### src/rtl/round_sequencer_if.sv
// Signal bundle shared by game_playing, the gameplay datapath and round_sequencer.
interface round_sequencer_if;
    logic       startGameNow;
    logic       gamePlaying;
    logic       playerHit;
    logic       levelCleared;
    logic       freeze;
    logic       roundReset;
    logic [1:0] countdown;
    logic [6:0] timeLeft;
    logic [1:0] lives;
    logic [1:0] level;
    logic       GameOver;
    logic       GameWonOut;

    modport master (
        output startGameNow, gamePlaying, playerHit, levelCleared,
        input  freeze, roundReset, countdown, timeLeft, lives, level, GameOver, GameWonOut
    );

    modport slave (
        input  startGameNow, gamePlaying, playerHit, levelCleared,
        output freeze, roundReset, countdown, timeLeft, lives, level, GameOver, GameWonOut
    );
endinterface

### src/rtl/round_sequencer.sv
// Session sequencer: countdown, round timer, lives/level bookkeeping and hit/level-up pauses.
module round_sequencer #(
    parameter int TICKS_PER_SEC  = 50000000,
    parameter int COUNTDOWN_SECS = 3,
    parameter int ROUND_SECS     = 60,
    parameter int PAUSE_SECS     = 1,
    parameter int NUM_LIVES      = 3,
    parameter int NUM_LEVELS     = 4
) (
    input logic              CLOCK_50,
    input logic              reset_n,
    round_sequencer_if.slave bus
);
    typedef enum logic [2:0] {
        IDLE      = 3'd0,
        COUNTDOWN = 3'd1,
        PLAY      = 3'd2,
        PAUSE     = 3'd3,
        FINISH    = 3'd4
    } state_t;

    localparam int PSW = (TICKS_PER_SEC > 1) ? $clog2(TICKS_PER_SEC) : 1;
    localparam int PW  = (PAUSE_SECS > 1) ? $clog2(PAUSE_SECS) : 1;
    localparam logic [PSW-1:0] PRESCALE_LAST = PSW'(TICKS_PER_SEC - 1);
    localparam logic [PW-1:0]  PAUSE_LAST    = PW'(PAUSE_SECS - 1);
    localparam logic [1:0]     COUNT_INIT    = 2'(COUNTDOWN_SECS);
    localparam logic [6:0]     ROUND_INIT    = 7'(ROUND_SECS);
    localparam logic [1:0]     LIVES_INIT    = 2'(NUM_LIVES);
    localparam logic [1:0]     LAST_LEVEL    = 2'(NUM_LEVELS - 1);

    state_t         state_r, state_s;
    logic [PSW-1:0] prescaler_r, prescaler_s;
    logic [PW-1:0]  pauseCnt_r, pauseCnt_s;
    logic           levelUp_r, levelUp_s;
    logic           freeze_r, freeze_s;
    logic           roundReset_r, roundReset_s;
    logic [1:0]     countdown_r, countdown_s;
    logic [6:0]     timeLeft_r, timeLeft_s;
    logic [1:0]     lives_r, lives_s;
    logic [1:0]     level_r, level_s;
    logic           gameOver_r, gameOver_s;
    logic           gameWon_r, gameWon_s;
    logic           secTick_s;

    assign secTick_s = (prescaler_r == PRESCALE_LAST);

    // Next-state and next-output logic; abort from gamePlaying outranks every in-game event.
    always_comb begin
        state_s      = state_r;
        pauseCnt_s   = pauseCnt_r;
        levelUp_s    = levelUp_r;
        countdown_s  = countdown_r;
        timeLeft_s   = timeLeft_r;
        lives_s      = lives_r;
        level_s      = level_r;
        gameWon_s    = gameWon_r;
        roundReset_s = 1'b0;
        gameOver_s   = 1'b0;
        case (state_r)
            IDLE: begin
                if (bus.startGameNow) begin
                    state_s      = COUNTDOWN;
                    lives_s      = LIVES_INIT;
                    level_s      = 2'd0;
                    countdown_s  = COUNT_INIT;
                    timeLeft_s   = ROUND_INIT;
                    gameWon_s    = 1'b0;
                    roundReset_s = 1'b1;
                end else begin
                    state_s = IDLE;
                end
            end
            COUNTDOWN: begin
                if (!bus.gamePlaying) begin
                    state_s = IDLE;
                end else if (secTick_s) begin
                    if (countdown_r <= 2'd1) begin
                        countdown_s = 2'd0;
                        state_s     = PLAY;
                    end else begin
                        countdown_s = countdown_r - 2'd1;
                    end
                end else begin
                    state_s = COUNTDOWN;
                end
            end
            PLAY: begin
                if (!bus.gamePlaying) begin
                    state_s = IDLE;
                end else if (bus.levelCleared) begin
                    if (level_r == LAST_LEVEL) begin
                        state_s    = FINISH;
                        gameOver_s = 1'b1;
                        gameWon_s  = 1'b1;
                    end else begin
                        state_s    = PAUSE;
                        levelUp_s  = 1'b1;
                        pauseCnt_s = {PW{1'b0}};
                    end
                end else if (bus.playerHit) begin
                    if (lives_r <= 2'd1) begin
                        lives_s    = 2'd0;
                        state_s    = FINISH;
                        gameOver_s = 1'b1;
                        gameWon_s  = 1'b0;
                    end else begin
                        lives_s    = lives_r - 2'd1;
                        state_s    = PAUSE;
                        levelUp_s  = 1'b0;
                        pauseCnt_s = {PW{1'b0}};
                    end
                end else if (secTick_s) begin
                    if (timeLeft_r <= 7'd1) begin
                        timeLeft_s = 7'd0;
                        state_s    = FINISH;
                        gameOver_s = 1'b1;
                        gameWon_s  = 1'b0;
                    end else begin
                        timeLeft_s = timeLeft_r - 7'd1;
                    end
                end else begin
                    state_s = PLAY;
                end
            end
            PAUSE: begin
                if (!bus.gamePlaying) begin
                    state_s = IDLE;
                end else if (secTick_s) begin
                    if (pauseCnt_r == PAUSE_LAST) begin
                        if (levelUp_r) begin
                            level_s = level_r + 2'd1;
                        end else begin
                            level_s = level_r;
                        end
                        timeLeft_s   = ROUND_INIT;
                        countdown_s  = COUNT_INIT;
                        roundReset_s = 1'b1;
                        state_s      = COUNTDOWN;
                    end else begin
                        pauseCnt_s = pauseCnt_r + PW'(1'b1);
                    end
                end else begin
                    state_s = PAUSE;
                end
            end
            FINISH: begin
                state_s = IDLE;
            end
            default: begin
                state_s = IDLE;
            end
        endcase

        // Every state change restarts the second so each state gets a full first second.
        if ((state_s != state_r) || secTick_s) begin
            prescaler_s = {PSW{1'b0}};
        end else begin
            prescaler_s = prescaler_r + PSW'(1'b1);
        end
        freeze_s = (state_s != PLAY);
    end

    // State and output registers with synchronous active-low reset.
    always_ff @(posedge CLOCK_50) begin
        if (!reset_n) begin
            state_r      <= IDLE;
            prescaler_r  <= {PSW{1'b0}};
            pauseCnt_r   <= {PW{1'b0}};
            levelUp_r    <= 1'b0;
            freeze_r     <= 1'b1;
            roundReset_r <= 1'b0;
            countdown_r  <= 2'd0;
            timeLeft_r   <= 7'd0;
            lives_r      <= 2'd0;
            level_r      <= 2'd0;
            gameOver_r   <= 1'b0;
            gameWon_r    <= 1'b0;
        end else begin
            state_r      <= state_s;
            prescaler_r  <= prescaler_s;
            pauseCnt_r   <= pauseCnt_s;
            levelUp_r    <= levelUp_s;
            freeze_r     <= freeze_s;
            roundReset_r <= roundReset_s;
            countdown_r  <= countdown_s;
            timeLeft_r   <= timeLeft_s;
            lives_r      <= lives_s;
            level_r      <= level_s;
            gameOver_r   <= gameOver_s;
            gameWon_r    <= gameWon_s;
        end
    end

    assign bus.freeze     = freeze_r;
    assign bus.roundReset = roundReset_r;
    assign bus.countdown  = countdown_r;
    assign bus.timeLeft   = timeLeft_r;
    assign bus.lives      = lives_r;
    assign bus.level      = level_r;
    assign bus.GameOver   = gameOver_r;
    assign bus.GameWonOut = gameWon_r;
endmodule

### src/flat_wrapper.sv
// flat-port wrapper written by rule: the top's interface ports become plain ports
module round_sequencer_flat 
#(
    parameter int TICKS_PER_SEC  = 50000000,
    parameter int COUNTDOWN_SECS = 3,
    parameter int ROUND_SECS     = 60,
    parameter int PAUSE_SECS     = 1,
    parameter int NUM_LIVES      = 3,
    parameter int NUM_LEVELS     = 4
)
  (CLOCK_50, reset_n, bus_startGameNow, bus_gamePlaying, bus_playerHit, bus_levelCleared, bus_freeze, bus_roundReset, bus_countdown, bus_timeLeft, bus_lives, bus_level, bus_GameOver, bus_GameWonOut);
  round_sequencer_if bus_i ();
  input logic CLOCK_50;
  input logic reset_n;
  input wire logic [$bits(bus_i.startGameNow)-1:0] bus_startGameNow;
  input wire logic [$bits(bus_i.gamePlaying)-1:0] bus_gamePlaying;
  input wire logic [$bits(bus_i.playerHit)-1:0] bus_playerHit;
  input wire logic [$bits(bus_i.levelCleared)-1:0] bus_levelCleared;
  output wire logic [$bits(bus_i.freeze)-1:0] bus_freeze;
  output wire logic [$bits(bus_i.roundReset)-1:0] bus_roundReset;
  output wire logic [$bits(bus_i.countdown)-1:0] bus_countdown;
  output wire logic [$bits(bus_i.timeLeft)-1:0] bus_timeLeft;
  output wire logic [$bits(bus_i.lives)-1:0] bus_lives;
  output wire logic [$bits(bus_i.level)-1:0] bus_level;
  output wire logic [$bits(bus_i.GameOver)-1:0] bus_GameOver;
  output wire logic [$bits(bus_i.GameWonOut)-1:0] bus_GameWonOut;
  assign bus_i.startGameNow = bus_startGameNow;
  assign bus_i.gamePlaying = bus_gamePlaying;
  assign bus_i.playerHit = bus_playerHit;
  assign bus_i.levelCleared = bus_levelCleared;
  assign bus_freeze = bus_i.freeze;
  assign bus_roundReset = bus_i.roundReset;
  assign bus_countdown = bus_i.countdown;
  assign bus_timeLeft = bus_i.timeLeft;
  assign bus_lives = bus_i.lives;
  assign bus_level = bus_i.level;
  assign bus_GameOver = bus_i.GameOver;
  assign bus_GameWonOut = bus_i.GameWonOut;
  round_sequencer #(.TICKS_PER_SEC(TICKS_PER_SEC), .COUNTDOWN_SECS(COUNTDOWN_SECS), .ROUND_SECS(ROUND_SECS), .PAUSE_SECS(PAUSE_SECS), .NUM_LIVES(NUM_LIVES), .NUM_LEVELS(NUM_LEVELS)) u_core (.CLOCK_50(CLOCK_50), .reset_n(reset_n), .bus(bus_i));
endmodule
### config.mk
export PLATFORM = sky130hd
export DESIGN_NAME = round_sequencer_flat
export DESIGN_NICKNAME = d
export VERILOG_FILES = /design/src/rtl/round_sequencer_if.sv /design/src/rtl/round_sequencer.sv /design/src/flat_wrapper.sv
export SDC_FILE = /design/constraint.sdc
export NUM_CORES = 1
export LEC_CHECK = 0
export ABC_AREA = 1
export CORE_AREA = 2 2 82 84
export CTS_CLUSTER_SIZE = 16
export DETAILED_ROUTE_END_ITERATION = 10
export DIE_AREA = 0 0 84 86
export GPL_ROUTABILITY_DRIVEN = 0
export PLACE_DENSITY_LB_ADDON = 0.1
export SLEW_MARGIN = 10
export SYNTH_ARGS = -nofsm -noshare
export SYNTH_HDL_FRONTEND = slang
export SYNTH_SLANG_ARGS = --single-unit
### constraint.sdc
create_clock -name CLOCK_50 -period 2.2 [get_ports CLOCK_50]
set_input_delay 0.22 -clock CLOCK_50 [delete_from_list [all_inputs] [get_ports CLOCK_50]]
set_output_delay 0.22 -clock CLOCK_50 [all_outputs]
set_load 0.01 [all_outputs]
==> flow_summary.json <==
{
  "outcome": "finished, final reports clean",
  "post_layout_nonfiller_instances": 498,
  "yosys_register_bits": 47,
  "standard_cell_area_after_detailed_placement_mm2": 0.00320,
  "worst_hold_slack_after_final_layout_ps": 458,
  "clk_path_buf_depth": 2,
  "final-max-slew-violation-count": 0,
  "mostFrequentLayoutCells": "61 x nand2_1, 50 x inv_1, 47 x dfxtp_1, 41 x nor2_1",
  "worst_r2r_path_depth": 11,
  "timing.critical_path.to_type": "register",
  "finalCoreUtilization_pct": 52.7,
  "vdd_drop_max_mv": 0.321,
  "worstPathMaxFanout": 12,
  "tritoncts": "yes",
  "fmax_mhz": 508,
  "post_synth_num_cell_types": 37,
  "finalHoldViolCount": 0,
  "power.density_cell_area_mw_per_mm2": 538,
  "cts_root_buffer": "clkbuf_8",
  "drc_errors": 0,
  "grt_pass1_wl_mm": 10.7,
  "total_of_max_cap_violations": 0,
  "first_pass_iters": 4,
  "final_nets": 430,
  "number_of_nets_produced_by_synthesis": 403,
  "num-fill-cells": 621,
  "areaGrowthSynthToFinish_pct": 14.3,
  "placementRows": 29,
  "post_synth_instance_area_mm2": 0.00290,
  "syn-instance-count": 393,
  "routed_via_density": 4.95,
  "timing.critical_path.arrival_ps": 2220,
  "cts_inserted_buffers": 5,
  "post_cts.repair.setup_buffers": 0,
  "final_critical_path_setup_slack_ps": 233,
  "start_util_pct": 46.1,
  "relSlewSlack_pct": 70.2,
  "worst_hold_path_type": "reg -> reg",
  "setup.worst_path.start_class": "register",
  "cts_sinks": 47,
  "first_iter_violations": 101,
  "finalInstanceArea_mm2": 0.00331,
  "floorplan.die.width_um": 84,
  "clkLatencyLatePin_ps": 310,
  "leading_cell_type_in_the_layout_fill_and_taps_excluded": "nand2_1",
  "timing.setup.critical_path_class": "reg -> reg",
  "number_of_antenna_violations_at_the_first_check_in_global_routing": 0,
  "fin_setup_tns_ps": 0,
  "pin_count": 23,
  "period_share_pct": 89.4,
  "worst_ep_required_time_ps": 2450,
  "dpl_worst_slack_ps": 194,
  "drive_above_1_share_pct": 18.3,
  "detail_route.wirelength_mm": 6.05,
  "p_leak_nw": 1.26,
  "whs_path_depth": 2,
  "crit_slowest_cell": "dfxtp_1",
  "synth-seq-area-share_pct": 32.5,
  "port-buffer-count": 22,
  "die_area_mm2": 0.00722,
  "setup_viol": 0,
  "chipHeight_um": 86,
  "fin_total_pwr_mw": 1.78,
  "mean_instance_size_in_the_synthesized_netlist_um2": 7.37,
  "timing.final.crit_period_ps": 1970,
  "first_global_vias": 2392,
  "cts_hold_fix_bufs": 0,
  "grt_remaining_overflow": 0,
  "avgRoutedWirePerCell_um": 12.1,
  "post_placement_cell_count": 490,
  "grt_max_degree": 27,
  "yosys_warnings": 0,
  "clkSlewWorstSetupHoldPaths_ps": 90,
  "htreeDepth": 2,
  "cp_slowest_stage_delay_ps": 370,
  "routed-via-count": 2467,
  "worst_path_cell_chain": "ha_1 > nand2_1 > nor2_4 > nand2_2 > nor2_4 > nand2_4 > a21oi_4 > nand3_2 > inv_1 > nor2_1 > nor2_1",
  "antenna-diode-count": 0,
  "rsz_0062_raised_after_global_routing": "false",
  "post-dp-hpwl_mm": 4.55,
  "antenna_violating_nets_post_route": 0,
  "transition_time_of_the_tightest_slew_check_pin_ps": 442,
  "worst_clock_skew_ps": 2.97,
  "core-area_mm2": 0.00628,
  "global_route.usage.total_pct": 18.0
}
flip-flops by register name, indices dropped and copies added (netlist names):
| signal | flops |
|---|---|
| u_core.bus.GameOver | 1 |
| u_core.bus.GameWonOut | 1 |
| u_core.bus.countdown | 2 |
| u_core.bus.freeze | 1 |
| u_core.bus.level | 2 |
| u_core.bus.lives | 2 |
| u_core.bus.roundReset | 1 |
| u_core.bus.timeLeft | 7 |
| u_core.levelUp_r | 1 |
| u_core.prescaler_r | 26 |
| u_core.state_r | 3 |
path summary, 6_finish.rpt:
path	start	endpoint	slack, ps
setup / recovery	u_core.prescaler_r[0]	u_core.bus.timeLeft[2]	230
setup reg to reg	u_core.prescaler_r[0]	u_core.bus.timeLeft[2]	230
hold / removal	u_core.levelUp_r	u_core.levelUp_r	460
hold reg to reg	u_core.levelUp_r	u_core.levelUp_r	460
cell type report:
class	count	area, um^2	area share (%)
Tap cell	77	96.3	2.91
Timing Repair Buffer	27	270	8.17
Inverter	63	239	7.22
Multi-Input combinational cell	276	1660	50.2
Clock buffer	8	100	3.03
Sequential cell	47	941	28.4
critical path: cells and delay by family (launching register included):
kind | cells | cell delay (ps)
buffers and inverters | 1 | 200
flip-flops | 1 | 370
AND/OR/NAND/NOR | 8 | 950
adder cells (fa/ha/maj) | 1 | 190
AO/OA/AOI/OAI | 1 | 180
cell usage after synthesis (all sizes together):
library cell / instances / share of area [%]
a21oi: 18 / 3.6
a31oi: 1 / 0.22
and3: 1 / 0.22
buf: 7 / 2.3
clkinv: 1 / 0.13
dfxtp: 47 / 32
ha: 4 / 1.7
inv: 62 / 8.1
nand2: 72 / 11
nand3: 25 / 5.0
nand3b: 1 / 0.26
nand4: 12 / 2.8
nor2: 51 / 8.5
nor3: 40 / 11
nor3b: 1 / 0.26
nor4: 1 / 0.22
o211a: 1 / 0.35
o211ai: 1 / 0.26
o21ai: 17 / 3.1
o22ai: 1 / 0.22
or2: 1 / 0.22
xnor2: 7 / 2.1
xor2: 21 / 6.4
repair_timing:
item / 4_1_cts / 5_1_grt
endpoints found under the setup margin: 0 / 1
hold endpoints to repair: 0 / 0
resized for setup: 0 / 2
metal layers:
layer,track usage (%),wire length [um]
met5,0,0
met1,25.0,3240
met4,5.57,77
met3,2.89,117
met2,28.9,2610
logic make-up after synthesis:
group,after synthesis,share of synthesized area [%]
AO/OA/AOI/OAI,39,7.74
XOR/XNOR,28,8.47
adder cells (fa/ha/maj),4,1.73
buffers and inverters,70,10.5
flip-flops,47,32.5
AND/OR/NAND/NOR,205,39.0
power by group:
| group | switching [mW] | leakage (nW) | internal (mW) | total, mW |
|---|---|---|---|---|
| logic | 0.170 | 0.827 | 0.119 | 0.289 |
| registers | 0.0274 | 0.383 | 0.878 | 0.905 |
| clock network | 0.299 | 0.0515 | 0.287 | 0.586 |
| total | 0.496 | 1.26 | 1.28 | 1.78 |
Power figures use the tool's default switching activity.
